### src/rtl/wb_write_serializer.sv
`default_nettype none
// ============================================================================
//  Module      : wb_write_serializer
//  Description : Writeback serializer for the 2-way core. Accepts up to two
//                retiring results per cycle (lane 0 older, lane 1 younger),
//                queues them in program order and drains exactly one per
//                cycle into the single register-file write port. A two-port
//                forwarding lookup exposes values still pending in the queue.
//
//  Ports
//    clk                       system clock, all state on posedge
//    Reset                     synchronous active-high reset
//    wb_valid0/wb_reg0/wb_data0  lane 0 (older) retiring result
//    wb_valid1/wb_reg1/wb_data1  lane 1 (younger) retiring result
//    in_ready                  queue has room for a full pair this cycle
//    RegWrite                  register file write enable (queue non-empty)
//    WriteReg_WB / WriteData   head entry destination / data, 0 when empty
//    q_reg0 -> q_hit0/q_data0  forwarding lookup A (rs)
//    q_reg1 -> q_hit1/q_data1  forwarding lookup B (rt)
//    busy                      queue non-empty
//
//  Revision    : 1.0  initial release
// ============================================================================
module wb_write_serializer #(
    parameter int DEPTH = 4,
    parameter int AW    = 2
) (
    input  logic        clk,
    input  logic        Reset,

    input  logic        wb_valid0,
    input  logic [4:0]  wb_reg0,
    input  logic [31:0] wb_data0,
    input  logic        wb_valid1,
    input  logic [4:0]  wb_reg1,
    input  logic [31:0] wb_data1,

    output logic        in_ready,

    output logic        RegWrite,
    output logic [4:0]  WriteReg_WB,
    output logic [31:0] WriteData,

    input  logic [4:0]  q_reg0,
    output logic        q_hit0,
    output logic [31:0] q_data0,
    input  logic [4:0]  q_reg1,
    output logic        q_hit1,
    output logic [31:0] q_data1,

    output logic        busy
);

    // A full pair fits while count <= DEPTH-2.
    localparam logic [AW:0] c_READY_MAX = (AW+1)'(DEPTH - 2);

    // ------------------------------------------------------------------
    // Storage and pointers
    // ------------------------------------------------------------------
    logic [4:0]    r_reg  [DEPTH];
    logic [31:0]   r_data [DEPTH];
    logic [AW-1:0] r_head;
    logic [AW-1:0] r_tail;
    logic [AW:0]   r_count;

    logic          w_ready;
    logic          w_push0;
    logic          w_push1;
    logic          w_pop;
    logic [AW:0]   w_npush;
    logic [AW-1:0] w_slot1;
    logic          w_nonempty;

    // Registered count only: a same-cycle pop earns no extra room.
    assign w_ready    = (r_count <= c_READY_MAX);
    assign w_nonempty = (r_count != '0);

    // Writes to $0 are architecturally dead, so they never occupy a slot.
    assign w_push0 = w_ready & wb_valid0 & (wb_reg0 != 5'd0);
    assign w_push1 = w_ready & wb_valid1 & (wb_reg1 != 5'd0);
    assign w_pop   = w_nonempty;

    assign w_npush = (AW+1)'(w_push0) + (AW+1)'(w_push1);

    // Lane 1 lands right behind lane 0, or at the tail when lane 0 is absent.
    assign w_slot1 = r_tail + AW'(w_push0);

    always_ff @(posedge clk) begin
        if (Reset) begin
            r_head  <= '0;
            r_tail  <= '0;
            r_count <= '0;
        end else begin
            r_head  <= r_head + AW'(w_pop);
            r_tail  <= r_tail + w_npush[AW-1:0];
            r_count <= r_count + w_npush - (AW+1)'(w_pop);
        end
    end

    // Entry payload needs no reset: liveness is tracked by r_count alone.
    always_ff @(posedge clk) begin
        if (!Reset) begin
            if (w_push0) begin
                r_reg[r_tail]  <= wb_reg0;
                r_data[r_tail] <= wb_data0;
            end
            if (w_push1) begin
                r_reg[w_slot1]  <= wb_reg1;
                r_data[w_slot1] <= wb_data1;
            end
        end
    end

    // ------------------------------------------------------------------
    // Age-ordered view of the queue: index 0 is the head (oldest).
    // ------------------------------------------------------------------
    logic [AW-1:0] w_age_slot [DEPTH];
    logic          w_age_live [DEPTH];

    genvar gi;
    generate
        for (gi = 0; gi < DEPTH; gi++) begin : g_age
            assign w_age_slot[gi] = r_head + AW'(gi);
            assign w_age_live[gi] = ((AW+1)'(gi) < r_count);
        end
    endgenerate

    // ------------------------------------------------------------------
    // Forwarding lookup: scan oldest to youngest so the last match wins,
    // which yields the value nearest the tail.
    // ------------------------------------------------------------------
    logic        w_hit0;
    logic [31:0] w_fwd0;
    logic        w_hit1;
    logic [31:0] w_fwd1;

    always_comb begin
        w_hit0 = 1'b0;
        w_fwd0 = '0;
        w_hit1 = 1'b0;
        w_fwd1 = '0;
        for (int i = 0; i < DEPTH; i++) begin
            if (w_age_live[i] && (q_reg0 != 5'd0) &&
                (r_reg[w_age_slot[i]] == q_reg0)) begin
                w_hit0 = 1'b1;
                w_fwd0 = r_data[w_age_slot[i]];
            end
            if (w_age_live[i] && (q_reg1 != 5'd0) &&
                (r_reg[w_age_slot[i]] == q_reg1)) begin
                w_hit1 = 1'b1;
                w_fwd1 = r_data[w_age_slot[i]];
            end
        end
    end

    // ------------------------------------------------------------------
    // Outputs
    // ------------------------------------------------------------------
    assign in_ready    = w_ready;
    assign busy        = w_nonempty;
    assign RegWrite    = w_nonempty;
    // Head payload is stale when empty, so it is masked to 0.
    assign WriteReg_WB = w_nonempty ? r_reg[r_head]  : 5'd0;
    assign WriteData   = w_nonempty ? r_data[r_head] : 32'd0;

    assign q_hit0  = w_hit0;
    assign q_data0 = w_fwd0;
    assign q_hit1  = w_hit1;
    assign q_data1 = w_fwd1;

endmodule
`default_nettype wire

### config.mk
export PLATFORM = sky130hd
export DESIGN_NAME = wb_write_serializer
export DESIGN_NICKNAME = d
export VERILOG_FILES = /design/src/rtl/wb_write_serializer.sv
export SDC_FILE = /design/constraint.sdc
export NUM_CORES = 1
export LEC_CHECK = 0
export CAP_MARGIN = 20
export CORE_MARGIN = 4
export CORE_UTILIZATION = 51
export DETAILED_ROUTE_END_ITERATION = 16
export PLACE_DENSITY = 0.78
export SLEW_MARGIN = 20
export SYNTH_ARGS = -nofsm -noshare
export SYNTH_HDL_FRONTEND = slang
export SYNTH_SLANG_ARGS = --single-unit
### constraint.sdc
create_clock -name clk -period 4.7 [get_ports clk]
set_clock_uncertainty 0.1 [all_clocks]
set_input_delay 0.47 -clock clk [delete_from_list [all_inputs] [get_ports clk]]
set_output_delay 0.47 -clock clk [all_outputs]
set_load 0.01 [all_outputs]
==> impl_results.md <==
* Comb power frac at 61.8%
* CP Cell Sequence: mux2_2, xor2_1, or3_1, a211oi_4, buf_4, mux2_2, o22a_1, o21ai_1, clkdlybuf4s50_1
* Routed len/inst at between 20 and 25 µm
* Hold WC Path Type: register to register
* Number of global-route vias before repair at 13000
* Sequential Power Share at between 20% and 30%
* # nets final at between 1500 and 2000
* Tcrit/Tclk final at a little over nine tenths
* Register area at between 0.004 and 0.005 mm²
* Startpoint Class: register
* Area taken by multi-input logic gates at between 0.008 and 0.009 mm²
* Clock sinks at about 160
* #FFs+latches synth at between 150 and 200
* CP Data Arrival Time at approximately 4.0 ns
* DP Area at about 0.016 mm²
* Initial Util at between 50% and 60%
* Worst Tran Pin Value at 1.09 ns
* Worst-Skew Late Latency at 0.43 ns
* Leak at ~5.9 nW
* Clk pwr share at between 10% and 20%
* CTS tree: built
* Drt pass-1 iters at 6
* Sw frac at between 40 and 50%
* Slew margin rel. at about 27%
* Clock Tree Buf Depth at 2
* Critical path class: register to output pin
* Area delta synth->final at 22.3%
* Commonest non-fill, non-tap cell in the layout: clkdlybuf4s50_1
* Worst VDD drop at around 0.33 mV
* Detail Placement HPWL at between 30000 and 40000 µm
* Most frequent cells in the layout: clkdlybuf4s50_1, mux2_2, edfxtp_1, nand2_1, mux2i_1
* Seq/Total Area, Yosys at about a third
* WL final at ~47000 µm
* CTS HTree Levels at 4
* Initial antenna violation count at 0
* Tmin final at ~4.6 ns
* Vias/cell at roughly 6.9
* Final Max Tran Viols at 0
* Overall power at about 9.5 mW
* Pint at between 5 and 6 mW
* CP max-delay cell: clkdlybuf4s50_1
* RSZ-0062 raised after global routing: no
* Final Setup Violations at 0
* Cell area after layout at ~0.017 mm²
* Syn Nets at approximately 1500
* Worst-path fanout max at 14
* Fmax at 0.218 GHz
* Via count at around 13000
* GRT Overall Usage at 29.2%
* Max incr delay on CP at roughly 0.60 ns
* Avg Inst Size Synth at between 9 and 10 µm²
* Final GP Congestion at between 0.9 and 1
* Filler cells at 2101
* Critical Path RT at ~4.1 ns
* Initial drt markers at 1888
* Clock slew at reported path FFs at 0.07 ns
* Grt ovf at 0
* Synth Warn # at 0
* Die area at slightly above 0.03 mm²
* Post-DRT Antenna Nets at 0
* Post-synth EDFFs at 148
* Fin Setup TNS at 0 ns
* Cell Area, Synth at around 0.014 mm²
* Element type at the critical path end: output pin
* Sw power at 4.18 mW
* Synth Flop Type: edfxtp_1
* Share of cells above drive strength 1 at around 23%
* Die width at 174 µm
* Pin count of the biggest net entering global routing at 96
* DR DRC count at 0
* Die height at 174 µm
* Final Hold Fails at 0
* Clk root buf: clkbuf_16
* Core Rows at 60
* I/O Buffers at about 190
* Status: complete, no violations
* Count of different cell masters after synthesis at 61
* Mapped Cells at between 1000 and 1500
* Core ar. at roughly 0.027 mm²
* P per Cell Area at roughly 550 mW/mm²
* Max reg flops at about 130
* CP most frequent cell: mux2_2
* Clock buffer count from CTS at 17
* Finished Core Util at between 60% and 70%
* First-pass GRT wire length at between 70000 and 80000 µm
* MaxCap Viol Count at 0
* Post-synthesis async set-or-reset flop share at 0%
* Ports at around 190
* Worst hold margin at around 0.52 ns
[per-stage QoR]
stage,instances,setup slack [ns]
6_report,1934,0.106
5_1_grt,1933,0.0201
4_1_cts,1924,0.0297
3_5_place_dp,1891,0.390
3_3_place_gp,1891,0.421
2_1_floorplan,1437,0.180
[routing by layer]
| metal | up-vias | wire length (µm) | global-route usage [%] |
|---|---|---|---|
| met4 | 0 | 2100 | 13.2 |
| met2 | 930 | 22500 | 49.0 |
| li1 | 5834 | - | - |
| met1 | 6441 | 17900 | 36.9 |
| met3 | 186 | 4970 | 5.28 |
| met5 | - | 0 | 0 |
[power by group through the flow]
stage | combinational (mW) | sequential (mW) | clock [mW]
floorplan | 3.72 | 2.02 | 0
global placement | 5.48 | 2.12 | 0
detailed placement | 5.60 | 2.15 | 0
CTS | 5.65 | 2.11 | 1.50
global route | 6.21 | 2.13 | 1.56
finish | 5.85 | 2.11 | 1.51
[critical path, delay by kind of cell (launching register included)]
kind,cells,cell delay [ns]
muxes,2,0.74
and+or+nand+nor,1,0.40
buffers and inverters,2,0.83
AOI/OAI and AO/OA,3,0.90
xor gates and xnor gates,1,0.22
DFF,1,0.49
[worst paths after layout]
check | start | endpoint | slack (ns) | cells after the start
min reg2reg | r_count[0] | r_count[0] | 0.52 | 2
max reg2reg | r_count[2] | r_data[1][1] | 1.53 | 9
max | r_head[1] | q_data1[31] | 0.11 | 9
min | r_count[0] | r_count[0] | 0.52 | 2
[layout make-up]
cell class | instances | area share (%)
antenna | 1 | 0.0146
clock inverter | 14 | 1.12
inverter | 70 | 1.54
tap | 341 | 2.48
clock buffer | 18 | 2.50
sequential | 155 | 26.7
timing repair buffer | 263 | 14.9
multi-input combinational | 1072 | 50.7
[Yosys cell counts (7+ instances only)]
cell type | count | area [µm²]
mux2_2 | 188 | 2120
o21ai_0 | 39 | 195
xor2_1 | 25 | 219
nor3_1 | 8 | 40.0
xnor2_1 | 21 | 184
inv_1 | 69 | 259
o221a_2 | 8 | 90.1
mux2i_1 | 103 | 1030
dfxtp_1 | 7 | 140
nor2_1 | 78 | 293
buf_2 | 38 | 190
a22oi_2 | 20 | 250
and3_1 | 29 | 181
ha_1 | 7 | 87.6
clkbuf_1 | 73 | 274
a2111o_1 | 28 | 315
edfxtp_1 | 148 | 4440
nand2_1 | 107 | 402
or3_1 | 60 | 375
a21oi_1 | 100 | 500
o2111ai_1 | 28 | 245
buf_1 | 20 | 75.1
a22oi_1 | 64 | 480
a221oi_1 | 32 | 280
o22ai_1 | 28 | 175
mux4_2 | 16 | 360
o221a_1 | 20 | 225
[timing repair]
action / CTS / global route
setup endpoints to repair: 4 / 57
hold buffers: 0 / 0
gates cloned: 0 / 2
resized for setup: 0 / 8
buffers inserted: 1 / 7
pin swaps: 0 / 3
[cell families after synthesis]
| kind of cell | after synthesis | synth area share [%] |
|---|---|---|
| buffers and inverters | 212 | 6.43 |
| XOR/XNOR | 47 | 2.98 |
| flip-flops | 155 | 32.6 |
| AND/OR/NAND/NOR | 318 | 11.0 |
| adder cells (fa/ha/maj) | 8 | 0.765 |
| AO/OA/AOI/OAI | 390 | 21.2 |
| multiplexers | 307 | 25.0 |
(Power assumes the default switching activity.)
